===== config.mk =====
export PLATFORM = sky130hd
export DESIGN_NAME = sl_rx_ctrl
export DESIGN_NICKNAME = d
export VERILOG_FILES = /design/src/rtl/sl_pkg.sv /design/src/rtl/sl_rx_fifo.sv /design/src/rtl/sl_rx_ctrl.sv
export SDC_FILE = /design/constraint.sdc
export NUM_CORES = 1
export LEC_CHECK = 0
export ABC_AREA = 1
export CAP_MARGIN = 20
export CORE_AREA = 2 2 149 151
export DETAILED_ROUTE_END_ITERATION = 12
export DIE_AREA = 0 0 151 153
export SYNTH_ARGS = -nofsm -noshare
export SYNTH_HDL_FRONTEND = slang
export SYNTH_SLANG_ARGS = --single-unit
export TNS_END_PERCENT = 1

===== constraint.sdc =====
create_clock -name clk -period 7.7 [get_ports clk]
set_clock_uncertainty 0.2 [all_clocks]
set_input_delay 1.925 -clock clk [delete_from_list [all_inputs] [get_ports clk]]
set_output_delay 1.925 -clock clk [all_outputs]
set_load 0.02 [all_outputs]

===== src/rtl/sl_pkg.sv =====
// Shared types and constants for the Sl receive path.
package sl_pkg;

    typedef enum logic [1:0] {
        IDLE    = 2'd0,
        ARMED   = 2'd1,
        BUSY    = 2'd2,
        CAPTURE = 2'd3
    } sl_rx_state_t;

    localparam int SL_WORD_W    = 32;
    localparam int SL_CNT_W_DEF = 8;

    // The receiver MSB-aligns a (bitCount+1)-bit word; move it down to bit 0.
    function automatic logic [SL_WORD_W-1:0] slAlign(
        input logic [SL_WORD_W-1:0] data,
        input logic [4:0]           bitCount
    );
        return data >> (5'd31 - bitCount);
    endfunction

endpackage


===== src/rtl/sl_rx_fifo.sv =====
// Small synchronous word FIFO, first-word-fall-through, with an entry count.
// A push into a full FIFO succeeds only when a pop happens in the same cycle.
module sl_rx_fifo #(
    parameter int DEPTH = 4,
    parameter int WIDTH = 32
) (
    input  logic                   clk,
    input  logic                   reset_n,
    input  logic                   push,
    input  logic [WIDTH-1:0]       pushData,
    input  logic                   pop,
    output logic [WIDTH-1:0]       popData,
    output logic [$clog2(DEPTH):0] count,
    output logic                   notEmpty,
    output logic                   dropped
);

    localparam int AW = $clog2(DEPTH);
    localparam logic [AW:0] FULL_COUNT = (AW + 1)'(DEPTH);

    logic [WIDTH-1:0] mem [DEPTH];
    logic [AW-1:0]    wrPtr;
    logic [AW-1:0]    rdPtr;
    logic             full;
    logic             doPush;
    logic             doPop;

    assign full     = (count == FULL_COUNT);
    assign notEmpty = (count != '0);
    assign doPop    = pop & notEmpty;
    assign doPush   = push & (~full | doPop);
    assign dropped  = push & ~doPush;

    // Head is shown straight from storage; forced to zero while empty.
    assign popData  = notEmpty ? mem[rdPtr] : '0;

    // Pointer and occupancy bookkeeping.
    // NOTE: sequential state uses non-blocking assignments so every flop sees pre-edge values.
    always_ff @(posedge clk or negedge reset_n) begin
        if (!reset_n) begin
            wrPtr <= '0;
            rdPtr <= '0;
            count <= '0;
        end else begin
            if (doPush) wrPtr <= wrPtr + AW'(1);
            if (doPop)  rdPtr <= rdPtr + AW'(1);
            case ({doPush, doPop})
                2'b10:   count <= count + (AW + 1)'(1);
                2'b01:   count <= count - (AW + 1)'(1);
                default: count <= count;
            endcase
        end
    end

    // Word storage.
    // NOTE: the data array has no reset; the count already marks every entry invalid after reset.
    always_ff @(posedge clk) begin
        if (doPush) mem[wrPtr] <= pushData;
    end

endmodule


===== src/rtl/sl_rx_ctrl.sv =====
// Receive-side controller for the Sl serial receiver: arms the receiver,
// synchronises its handshake, validates finished words and queues them for APB.
module sl_rx_ctrl
    import sl_pkg::*;
#(
    parameter int FIFO_DEPTH = 4,
    parameter int CNT_W      = SL_CNT_W_DEF
) (
    input  logic                        clk,
    input  logic                        reset_n,
    input  logic                        cfgEnable,
    input  logic [4:0]                  cfgBitCount,
    output logic                        rxEnable,
    output logic [4:0]                  rxBitCount,
    input  logic                        rxWordInProces,
    input  logic                        rxWordReady,
    input  logic [SL_WORD_W-1:0]        rxData,
    input  logic                        rxParityValid,
    input  logic                        rxBitCountValid,
    output logic [SL_WORD_W-1:0]        rdData,
    output logic                        rdValid,
    input  logic                        rdReady,
    output logic [$clog2(FIFO_DEPTH):0] fifoLevel,
    output logic [CNT_W-1:0]            parityErrCnt,
    output logic [CNT_W-1:0]            lenErrCnt,
    output logic                        overflowErr,
    input  logic                        errClear,
    output logic                        irq
);

    localparam logic [1:0] ST_IDLE    = IDLE;
    localparam logic [1:0] ST_ARMED   = ARMED;
    localparam logic [1:0] ST_BUSY    = BUSY;
    localparam logic [1:0] ST_CAPTURE = CAPTURE;

    logic [1:0]           state;
    logic [1:0]           stateNext;
    logic [1:0]           wipSync;
    logic [1:0]           wrSync;
    logic                 wrSyncD;
    logic                 wordEvt;
    logic                 wipBusy;
    logic                 capture;
    logic                 pushReq;
    logic [SL_WORD_W-1:0] pushData;
    logic                 pushDropped;
    logic                 parityInc;
    logic                 lenInc;

    // Two-flop synchronisers plus edge-detect history. The ready path resets
    // high so a line still high when reset is released is not taken as a new word.
    always_ff @(posedge clk or negedge reset_n) begin
        if (!reset_n) begin
            wipSync <= 2'b00;
            wrSync  <= 2'b11;
            wrSyncD <= 1'b1;
        end else begin
            wipSync <= {wipSync[0], rxWordInProces};
            wrSync  <= {wrSync[0], rxWordReady};
            wrSyncD <= wrSync[1];
        end
    end

    assign wordEvt = wrSync[1] & ~wrSyncD;
    assign wipBusy = wipSync[1];

    // Next-state decode; disable always wins and drops any word in flight.
    // NOTE: stateNext gets a default before the case so no path can infer a latch.
    always_comb begin
        stateNext = state;
        case (state)
            ST_IDLE: begin
                if (cfgEnable) stateNext = ST_ARMED;
            end
            ST_ARMED: begin
                if (!cfgEnable)   stateNext = ST_IDLE;
                else if (wordEvt) stateNext = ST_CAPTURE;
                else if (wipBusy) stateNext = ST_BUSY;
            end
            ST_BUSY: begin
                if (!cfgEnable)   stateNext = ST_IDLE;
                else if (wordEvt) stateNext = ST_CAPTURE;
            end
            ST_CAPTURE: begin
                stateNext = cfgEnable ? ST_ARMED : ST_IDLE;
            end
            default: stateNext = ST_IDLE;
        endcase
    end

    // State register and word-length configuration; length is only picked up
    // when arming or while armed, so it stays frozen during a word.
    always_ff @(posedge clk or negedge reset_n) begin
        if (!reset_n) begin
            state      <= ST_IDLE;
            rxBitCount <= '0;
        end else begin
            state <= stateNext;
            if ((state == ST_IDLE && cfgEnable) || state == ST_ARMED)
                rxBitCount <= cfgBitCount;
        end
    end

    assign rxEnable  = (state != ST_IDLE);
    assign capture   = (state == ST_CAPTURE);
    assign pushReq   = capture & rxParityValid & rxBitCountValid;
    assign pushData  = slAlign(rxData, rxBitCount);
    assign parityInc = capture & ~rxParityValid;
    assign lenInc    = capture & ~rxBitCountValid;

    sl_rx_fifo #(
        .DEPTH (FIFO_DEPTH),
        .WIDTH (SL_WORD_W)
    ) u_fifo (
        .clk      (clk),
        .reset_n  (reset_n),
        .push     (pushReq),
        .pushData (pushData),
        .pop      (rdReady),
        .popData  (rdData),
        .count    (fifoLevel),
        .notEmpty (rdValid),
        .dropped  (pushDropped)
    );

    // Error counters, sticky overflow and the delayed interrupt; clear beats increment.
    always_ff @(posedge clk or negedge reset_n) begin
        if (!reset_n) begin
            parityErrCnt <= '0;
            lenErrCnt    <= '0;
            overflowErr  <= 1'b0;
            irq          <= 1'b0;
        end else begin
            if (errClear) begin
                parityErrCnt <= '0;
                lenErrCnt    <= '0;
                overflowErr  <= 1'b0;
            end else begin
                if (parityInc && parityErrCnt != '1)
                    parityErrCnt <= parityErrCnt + CNT_W'(1);
                if (lenInc && lenErrCnt != '1)
                    lenErrCnt <= lenErrCnt + CNT_W'(1);
                if (pushDropped)
                    overflowErr <= 1'b1;
            end
            irq <= rdValid | overflowErr;
        end
    end

endmodule


==> flow_summary_export.csv <==
group,metric,value,unit
outcome,status,"finished clean",
yosys,seq_area_frac_synth,56.37,%
power_and_ir_drop,p_seq_share,31.3,%
timing,hold_viol_final,0,
global_route,grt_max_degree,68,
detailed_routing,route.vias.total,6936,
yosys,synth_nets,1014,
yosys,ys_warn_count,0,
yosys,synth_edf_count,128,
detailed_routing,routed_via_density,5.199,
power_and_ir_drop,peakVddDrop,0.1793,mV
yosys,ys_top_cells_by_area,"edfxtp_1 45%, nand3_1 10%, dfrtp_1 10%, nand2_1 7.9%, nor2_1 7.2%",
timing,finalSetupTns,0,ns
place,routabilityCongestion,0.8759,
detailed_routing,drc,0,
final_layout,syn_to_final_growth,20.85,%
critical_path,path_class,"reg2out",
floorplanning,ios,106,
place,portBuffers,105,
timing,whs,0.1497,ns
clocking,cts_tree,"done",
clocking,ctsResizeCount,0,
place,dp_hpwl,14470,µm
yosys,yosysTopAreaCell,"edfxtp_1",
power_and_ir_drop,swShare,41.43,%
clocking,holdBufCountCts,0,
floorplanning,rows,54,
critical_path,endpoint_kind,"output port",
global_route,track_usage,19.56,%
yosys,synthArstFlopShare,22.42,%
yosys,yosys_register_bits,165,
timing,setup_viol,0,
floorplanning,die_y,153,µm
power_and_ir_drop,power.density,362.3,nW/µm²
clocking,cts_made_buffers,17,
yosys,synthFlopType,"edfxtp_1",
critical_path,worstSetupStartpointType,"flip-flop",
global_route,grt-ovfl-total,0,
critical_path,crit_arrival,2.98,ns
yosys,synth_area,8468,µm²
yosys,yosys-top-cells-count,"178 x nand2_1, 175 x nand3_1, 163 x nor2_1",
power_and_ir_drop,p_int,0.002172,W
floorplanning,die-area,23100,µm²
clocking,clk_latency,0.43,ns
global_route,grt_pass1_vias,6498,
final_layout,fillCellCount,2064,
final_layout,antenna_cells,0,
final_layout,drive_gt1_share,7.116,%
clocking,root_buffer,"clkbuf_16",
global_route,grt_pass1_wl,34850,µm
timing,min_period,5.105,ns
timing,rsz0062_at_grt,"no",
detailed_routing,wl_per_cell,16.20,µm
timing,slew_headroom,33.43,%
hold_path,hold_class,"reg2reg",
detailed_routing,drt_iter0_drc,735,
floorplanning,die-width,151,µm
yosys,synth_top_area_share,45.39,%
power_and_ir_drop,comb_power_share,47.1,%
global_route,antenna_found_initial,0,
critical_path,required,5.58,ns
power_and_ir_drop,clkPwrFrac,21.6,%
critical_path,crit_path_max_fanout,52,
clocking,cts-htree-levels,4,
hold_path,hold_start,"wipSync[0]",
power_and_ir_drop,total_leakage_power,4.014,nW
power_and_ir_drop,switchingPower,0.001536,W
clocking,post-cts-setup-buffer-count,0,
job,maxCapViolCount,0,
critical_path,worstSetupStartpoint,"u_fifo.rdPtr[0]",
timing,fmax,0.1959,GHz
critical_path,r2r-start,"rxBitCount[4]",
yosys,synth_cell_types,35,
clocking,cts.sinks,165,
clocking,cts.path.max_buffers,2,
floorplanning,fp.coreArea,21490,µm²
floorplanning,initial_utilization,39.41,%
timing,fin_crit_sh,66.30,%
timing,drv_slew,0,
detailed_routing,wl,21610,µm
final_layout,final_core_util,47.63,%
detailed_routing,drtAntennaViolNets,0,
final_layout,nets,1095,
yosys,syn_inst,960,
clocking,clkTransAtPathRegs,0.07,ns
timing,worst_slew_pin_slew,0.9975,ns
yosys,synth_most_common_cell,"nand2_1",
detailed_routing,drt-pass1-iter-count,5,
yosys,synth_area_per_cell,8.821,µm²
==> worst max-delay path, stage by stage, from the launching register on <==
cell	delay, ns
dfrtp_2	0.77
clkinv_1	0.45
buf_4	0.39
o21ai_0	0.23
a21oi_1	0.12
clkdlybuf4s50_1	0.56
==> path summary, 6_finish.rpt <==
path	end	slack, ns	cells past startpoint
worst max-delay path	rdData[27]	2.60	5
max in group asynchronous	u_fifo.rdPtr[0]	5.29	1
worst max register to register	u_fifo.mem[2][28]	5.07	2
min in group asynchronous	u_fifo.count[1]	1.40	1
worst min-delay path	wipSync[1]	0.15	0
worst min register to register	wipSync[1]	0.15	0
==> cell families (layout without fill, tap and decap cells) <==
family          after synthesis  in the layout  synth area share [%]
compound gates              132            132                 8.171
simple gates                545            545                 27.70
buf+inv                     103            197                 5.762
flops                       165            165                 56.37
xor+xnor                      7              7                0.7240
fa+ha+maj                     8              8                 1.271
==> placed cells by master, fill, tap and decap left out, drive strengths merged <==
master	Yosys	final
nand3	177	177
xnor2	2	2
bufinv	0	1
nor2	167	167
a21oi	46	46
clkinv	1	6
clkinvlp	0	4
nor3	3	3
xor2	5	5
inv	46	51
clkdlybuf4s50	0	104
dfstp	3	3
fa	1	1
or2	1	1
nor4	1	1
and3	1	1
clkbuf	18	17
buf	38	14
o31ai	2	2
o21ai	81	81
o21bai	2	2
nand4	12	12
edfxtp	128	128
ha	7	7
a21boi	1	1
nand2	183	183
dfrtp	34	34
==> routing by layer <==
metal,wire length [µm],vias up,share of wire [%],track usage (%)
met2,9684,215,45,29.61
met3,1192,28,5.5,3.761
met5,0,-,0,0
met4,398,0,1.8,6.231
li1,-,3448,-,-
met1,10340,3245,48,28.37
==> final cells by class <==
class,instances,area [µm²],area share [%]
Clock buffer,17,425.4,4.157
Clock inverter,15,128.9,1.259
Inverter,47,181.4,1.773
Multi-Input combinational cell,692,3217,31.43
Sequential cell,165,4775,46.66
Tap cell,280,350.3,3.423
Timing Repair Buffer,118,1156,11.30
==> per-stage QoR <==
stage               setup WS (ns)  area, µm²  instances  total power, W
finish                      2.595      10230       1334        0.003708
global route                2.352      10230       1334        0.003952
CTS                         1.964      10210       1333        0.003724
detailed placement          2.428       9659       1301        0.002920
global placement            2.534       9659       1301        0.002908
floorplan                   3.451       8468        960        0.002293
==> power by group through the flow <==
stage	logic [W]	clock network [W]	registers, W
after global routing	0.00194	0.000841	0.00117
final	0.00175	0.000802	0.00116
after global placement	0.00171	0	0.00120
after detailed placement	0.00172	0	0.00120
after CTS	0.00172	0.000816	0.00119
after floorplan	0.00113	0	0.00117
==> sequential cells by signal, indices dropped and copies added, names as in the netlist <==
register      flops
u_fifo.rdPtr      2
irq               1
parityErrCnt      8
wrSyncD           1
u_fifo.wrPtr      2
state             2
overflowErr       1
rxBitCount        5
wipSync           2
wrSync            2
u_fifo.mem      128
u_fifo.count      3
lenErrCnt         8
(Power assumes the default switching activity.)
==> variant 1, RTL diff (same settings) <==
Register the input `rxData` before use, without a reset. The logic sees it one clock later. The other inputs are not delayed to match.
--- a/src/rtl/sl_rx_ctrl.sv
+++ b/src/rtl/sl_rx_ctrl.sv
@@ -33,4 +33,10 @@
     localparam logic [1:0] ST_BUSY    = BUSY;
     localparam logic [1:0] ST_CAPTURE = CAPTURE;
+
+    logic [SL_WORD_W-1:0] rxData_q;
+
+    always_ff @(posedge clk) begin
+        rxData_q <= rxData;
+    end
 
     logic [1:0]           state;
@@ -105,5 +111,5 @@
     assign capture   = (state == ST_CAPTURE);
     assign pushReq   = capture & rxParityValid & rxBitCountValid;
-    assign pushData  = slAlign(rxData, rxBitCount);
+    assign pushData  = slAlign(rxData_q, rxBitCount);
     assign parityInc = capture & ~rxParityValid;
     assign lenInc    = capture & ~rxBitCountValid;
Behaviour: not the same (Yosys sat finds a counterexample within 10 cycles, from zero or initial values and one cycle with reset_n low).
==> variant 1 against the original RTL <==
Cell area rose by 6.1%. Sequential cell count grew 32. Sequential share of layout area increased by 3.2 points. Wire length down 1.1%. Power fell by 2.8%. Synthesized area increased by 6.9%. Setup slack improved by 350 ps. Sequential power increased by 9%. Utilization grew 2.9 points. Largest power group unchanged.
==> variant 1: results (changes against the original RTL) <==
[yosys]
synth_edf_count=128  ; unchanged
seq_area_frac_synth_pct=59.8  ; +3.4 points
synth_area_per_cell_sq_um=9.16  ; +3.9%
ys_types=33  ; -5.7%
synth_commonest_cells=nor2_1, nand2_1, nand3_1
synthArstFlopShare_pct=18.8  ; -3.6 points
synth_top_area_cell=edfxtp_1
synthTopCellsByArea=edfxtp_1, dfrtp_1, nand3_1, nor2_1, dfxtp_1
synth_nets=1042  ; +2.8%

[worst_setup_path]
reg2reg_depth=4  ; +2
r2r-start=rxBitCount[3]
r2r_setup_slack_ps=4710  ; -360 ps
arrival_ps=2630  ; -350 ps
r2r-end=u_fifo.mem[0][19]
worst-path-max-fanout=48  ; -7.7%
max_stage_delay_ps=650  ; -120 ps
slowest_stage=clkdlybuf4s50_1

[grt]
track_usage_pct=19.1  ; -0.48 points
grt_max_degree=67  ; -1.5%
grt_pass1_wl_um=34300  ; -1.7%
antenna_found_initial=0  ; unchanged
grt_pass1_vias=6587  ; +1.4%

[placed_design]
dp.cells=1325  ; +1.8%
dp_hpwl_um=13800  ; -4.5%
gp_congestion=0.879  ; +0.30%

[clock_network]
cts-root-buf=clkbuf_16
insertion_delay_ps=440
post-cts-setup-buffers=0  ; unchanged
cts_buffers=17  ; unchanged
htree_levels=4  ; unchanged
path_clk_slew_ps=70  ; about the same
ctsResizeCount=0  ; unchanged

[detailed_routing]
drt-total-wl_um=21400  ; -1.1%
firstDrtPassIters=7  ; +2
detail_route.wl_per_cell_um=15.7  ; -2.9%
drt-initial-drc-count=494  ; -33%
avgViaCountPerCell=5.19  ; -0.27%

[sta]
slew_headroom_pct=26.4  ; -7.1 points

[worst_hold_path]
hold-path-endpoint=wipSync[1]
hold_start=wipSync[0]

[final_layout]
fin_nets=1120  ; +2.3%
drive_gt1_share_pct=6.39  ; -0.72 points
fill_cells=2005  ; -2.9%
top_regs=u_fifo.mem (128), rxData_q (32)

[power_and_ir_drop]
peakVddDrop_v=0.000175  ; -2.4%
p_leak_uw=0.00424  ; +5.6%

[status]
status=completed

==> variant 1: cells by family after synthesis <==
logic type	after synthesis	synth area share, %
compound gates	128	7.19
xor+xnor	11	1.06
fa+ha+maj	8	1.19
buf+inv	102	5.36
flops	197	59.8
simple gates	542	25.4
==> variant 1: final cells by class <==
| cell class | instances | area (sq um) | share of cell area, % |
|---|---|---|---|
| inverters | 44 | 170 | 1.57 |
| repair buffers | 117 | 1180 | 10.8 |
| well taps | 280 | 350 | 3.23 |
| flip-flops and latches | 197 | 5420 | 49.9 |
| clock buffers | 17 | 425 | 3.92 |
| clock inverters | 15 | 160 | 1.47 |
| multi-input cells | 689 | 3160 | 29.1 |
==> variant 1: report_power, final <==
group          switching (uW)  leakage, uW  internal [uW]
clock network             418     0.000286            460
registers                43.1      0.00190           1220
logic                     915      0.00206            550
total                    1380      0.00424           2230
==> variant 1: worst max-delay path, delay by kind of cell, from the launching register on <==
family	cells	cell delay (ps)
buf+inv	3	1350
flops	1	400
compound gates	2	430
==> variant 1: routing by layer <==
layer / vias to the layer above / track usage, % / routed length (um)
met4: 0 / 5.65 / 361
met5: - / 0 / 0
met3: 33 / 4.03 / 926
met1: 3332 / 26.1 / 9830
met2: 179 / 30.6 / 10300
li1: 3503 / - / -
==> variant 1: metrics by stage <==
step	instance area [sq um]	hold WS [ps]	setup slack (ps)
after floorplan	9050	131	3450
after global placement	10200	139	3450
after detailed placement	10200	147	3410
after CTS	10800	159	2920
after global routing	10900	164	2720
final	10900	157	2950
==> variant 1: worst max-delay path by stage <==
stage,cells past startpoint,startpoint,slack (ps),endpoint
finish,5,u_fifo.rdPtr[0],2950,rdData[0]
global route,6,u_fifo.rdPtr[0],2720,rdData[4]
CTS,5,u_fifo.rdPtr[0],2920,rdData[0]
detailed placement,5,u_fifo.rdPtr[0],3410,rdData[0]
global placement,5,u_fifo.rdPtr[0],3450,rdData[0]
floorplan,4,rxBitCountValid,3450,u_fifo.mem[0][0]
==> variant 2, RTL diff (same flow settings) <==
Made on the original files. Set the parameter `FIFO_DEPTH` to 8 (it was 4).
--- a/src/rtl/sl_rx_ctrl.sv
+++ b/src/rtl/sl_rx_ctrl.sv
@@ -4,5 +4,5 @@
     import sl_pkg::*;
 #(
-    parameter int FIFO_DEPTH = 4,
+    parameter int FIFO_DEPTH = 8,
     parameter int CNT_W      = SL_CNT_W_DEF
 ) (
Interface: changed (resized fifoLevel); port bits go from 106 to 107. No check against the original RTL was run, so the function may have changed too.
==> variant 2 against the original RTL <==
Synthesized area rose by 61%. Cell area grew 54%. Power increased by 59%. Wire length is 50% higher. Sequential cell count up 131. Setup slack worse by 630 ps. Utilization is 26 points higher. Largest power group unchanged.
==> variant 2: results (changes against the original RTL) <==
[power_and_ir_drop]
peakVddDrop_v=0.000266  ; +48%
p_leak_uw=0.00594  ; +48%

[clock_network]
clk_path_buf_depth=3  ; +1
insertion_delay_ps=540  ; +110 ps
htree_levels=1  ; -3

[worst_setup_path]
r2r-end=u_fifo.mem[3][31]
arrival_ps=3610  ; +630 ps
r2r-start=rxBitCount[1]
reg2reg_depth=6  ; +4
slowest_stage=buf_4
r2r_setup_slack_ps=3740  ; -1330 ps
max_stage_delay_ps=810  ; +40 ps

[grt]
use_met3_pct=4.66  ; +0.90 points
grt_pass1_vias=9566  ; +47%
met1_usage_pct=40.3  ; +12 points
track_usage_pct=28.1  ; +8.6 points
grt_pass1_wl_um=50100  ; +44%

[final_layout]
fill_cells=1606  ; -22%
top_regs=u_fifo.mem (256), lenErrCnt (8), parityErrCnt (8)
fin_nets=1519  ; +39%
stdcell_count=1767  ; +32%

[yosys]
netlist_instances=1396  ; +45%
ys_types=32  ; -8.6%
synth_nets=1449  ; +43%
synthArstFlopShare_pct=13.5  ; -8.9 points
synthTopCellsByArea=edfxtp_1, nor2_1, nand3_1, dfrtp_1, nand2_1
synthXorXnorAreaFrac_pct=0.836  ; +0.11 points
synth-compound-area-share_pct=7.39  ; -0.78 points
synth_edf_count=256  ; +100%
synth_commonest_cells=nor2_1, edfxtp_1, nand2_1
seq_area_frac_synth_pct=63.8  ; +7.5 points

[detailed_routing]
vias=10400  ; +49%
drt-initial-drc-count=915  ; +24%

[placed_design]
dp.cells=1713  ; +32%
gp_congestion=0.908  ; +3.7%
dp_hpwl_um=19400  ; +34%

[status]
status=completed

[sta]
whs_ps=148  ; -2.07 ps

==> variant 2: cell count changes after synthesis, moves of 32 or more <==
cell	change
edfxtp_1	+128
o21ai_1	+37
a21oi_1	-33
a31oi_1	+32
nand2_1	+45
nor2_1	+149
==> variant 2: worst max path at each step <==
stage,startpoint,to,slack [ps],depth (start not counted)
floorplan,rxBitCountValid,u_fifo.mem[0][0],3240,5
global placement,u_fifo.rdPtr[0],rdData[21],2600,8
detailed placement,u_fifo.rdPtr[0],rdData[3],2580,8
finish,u_fifo.rdPtr[0],rdData[21],1960,8
global route,u_fifo.rdPtr[0],rdData[18],1790,8
CTS,u_fifo.rdPtr[0],rdData[21],2000,8
==> variant 2: kinds of logic (layout without fill, tap and decap cells) <==
logic type               count (synthesis)  after routing
buffers and inverters                  128            219
flip-flops                             296            296
AND/OR/NAND/NOR                        761            761
AO/OA/AOI/OAI                          191            191
adder cells (fa/ha/maj)                  7              7
XOR/XNOR                                13             13
==> variant 2: layout make-up <==
cell class,instances,area share [%]
inverter,42,1.00
timing repair buffer,125,8.03
sequential,296,55.3
clock inverter,18,0.573
clock buffer,34,4.73
multi-input combinational,972,28.2
tap,280,2.23
==> variant 2: report_power, final <==
group | switching, uW | leakage (uW) | total, uW | internal, uW
Clock | 562 | 0.000412 | 1250 | 688
Combinational | 1690 | 0.00270 | 2560 | 871
Sequential | 107 | 0.00283 | 2100 | 1990
==> variant 2: metal layers <==
layer	vias to the layer above	part of all wire, %
met3	40	9.1
li1	4963	-
met1	4902	41
met2	461	48
met5	-	0
met4	0	1.4
==> variant 2: per-stage QoR <==
stage               area (sq um)  utilization [%]  total power [uW]  setup slack, ps
global route               15700             73.2              6240             1790
detailed placement         14800             69.1              4640             2580
global placement           14800             68.9              4610             2600
CTS                        15700             73.0              5880             2000
finish                     15700             73.2              5910             1960
floorplan                  13600                -              3770             3240
==> variant 2: worst reg2reg max path, stage by stage, from the launching register on <==
cell	delay, ps
dfrtp_1	1050
inv_1	780
nor2_1	310
inv_1	70
nor2_1	180
inv_1	110
nor3_1	890
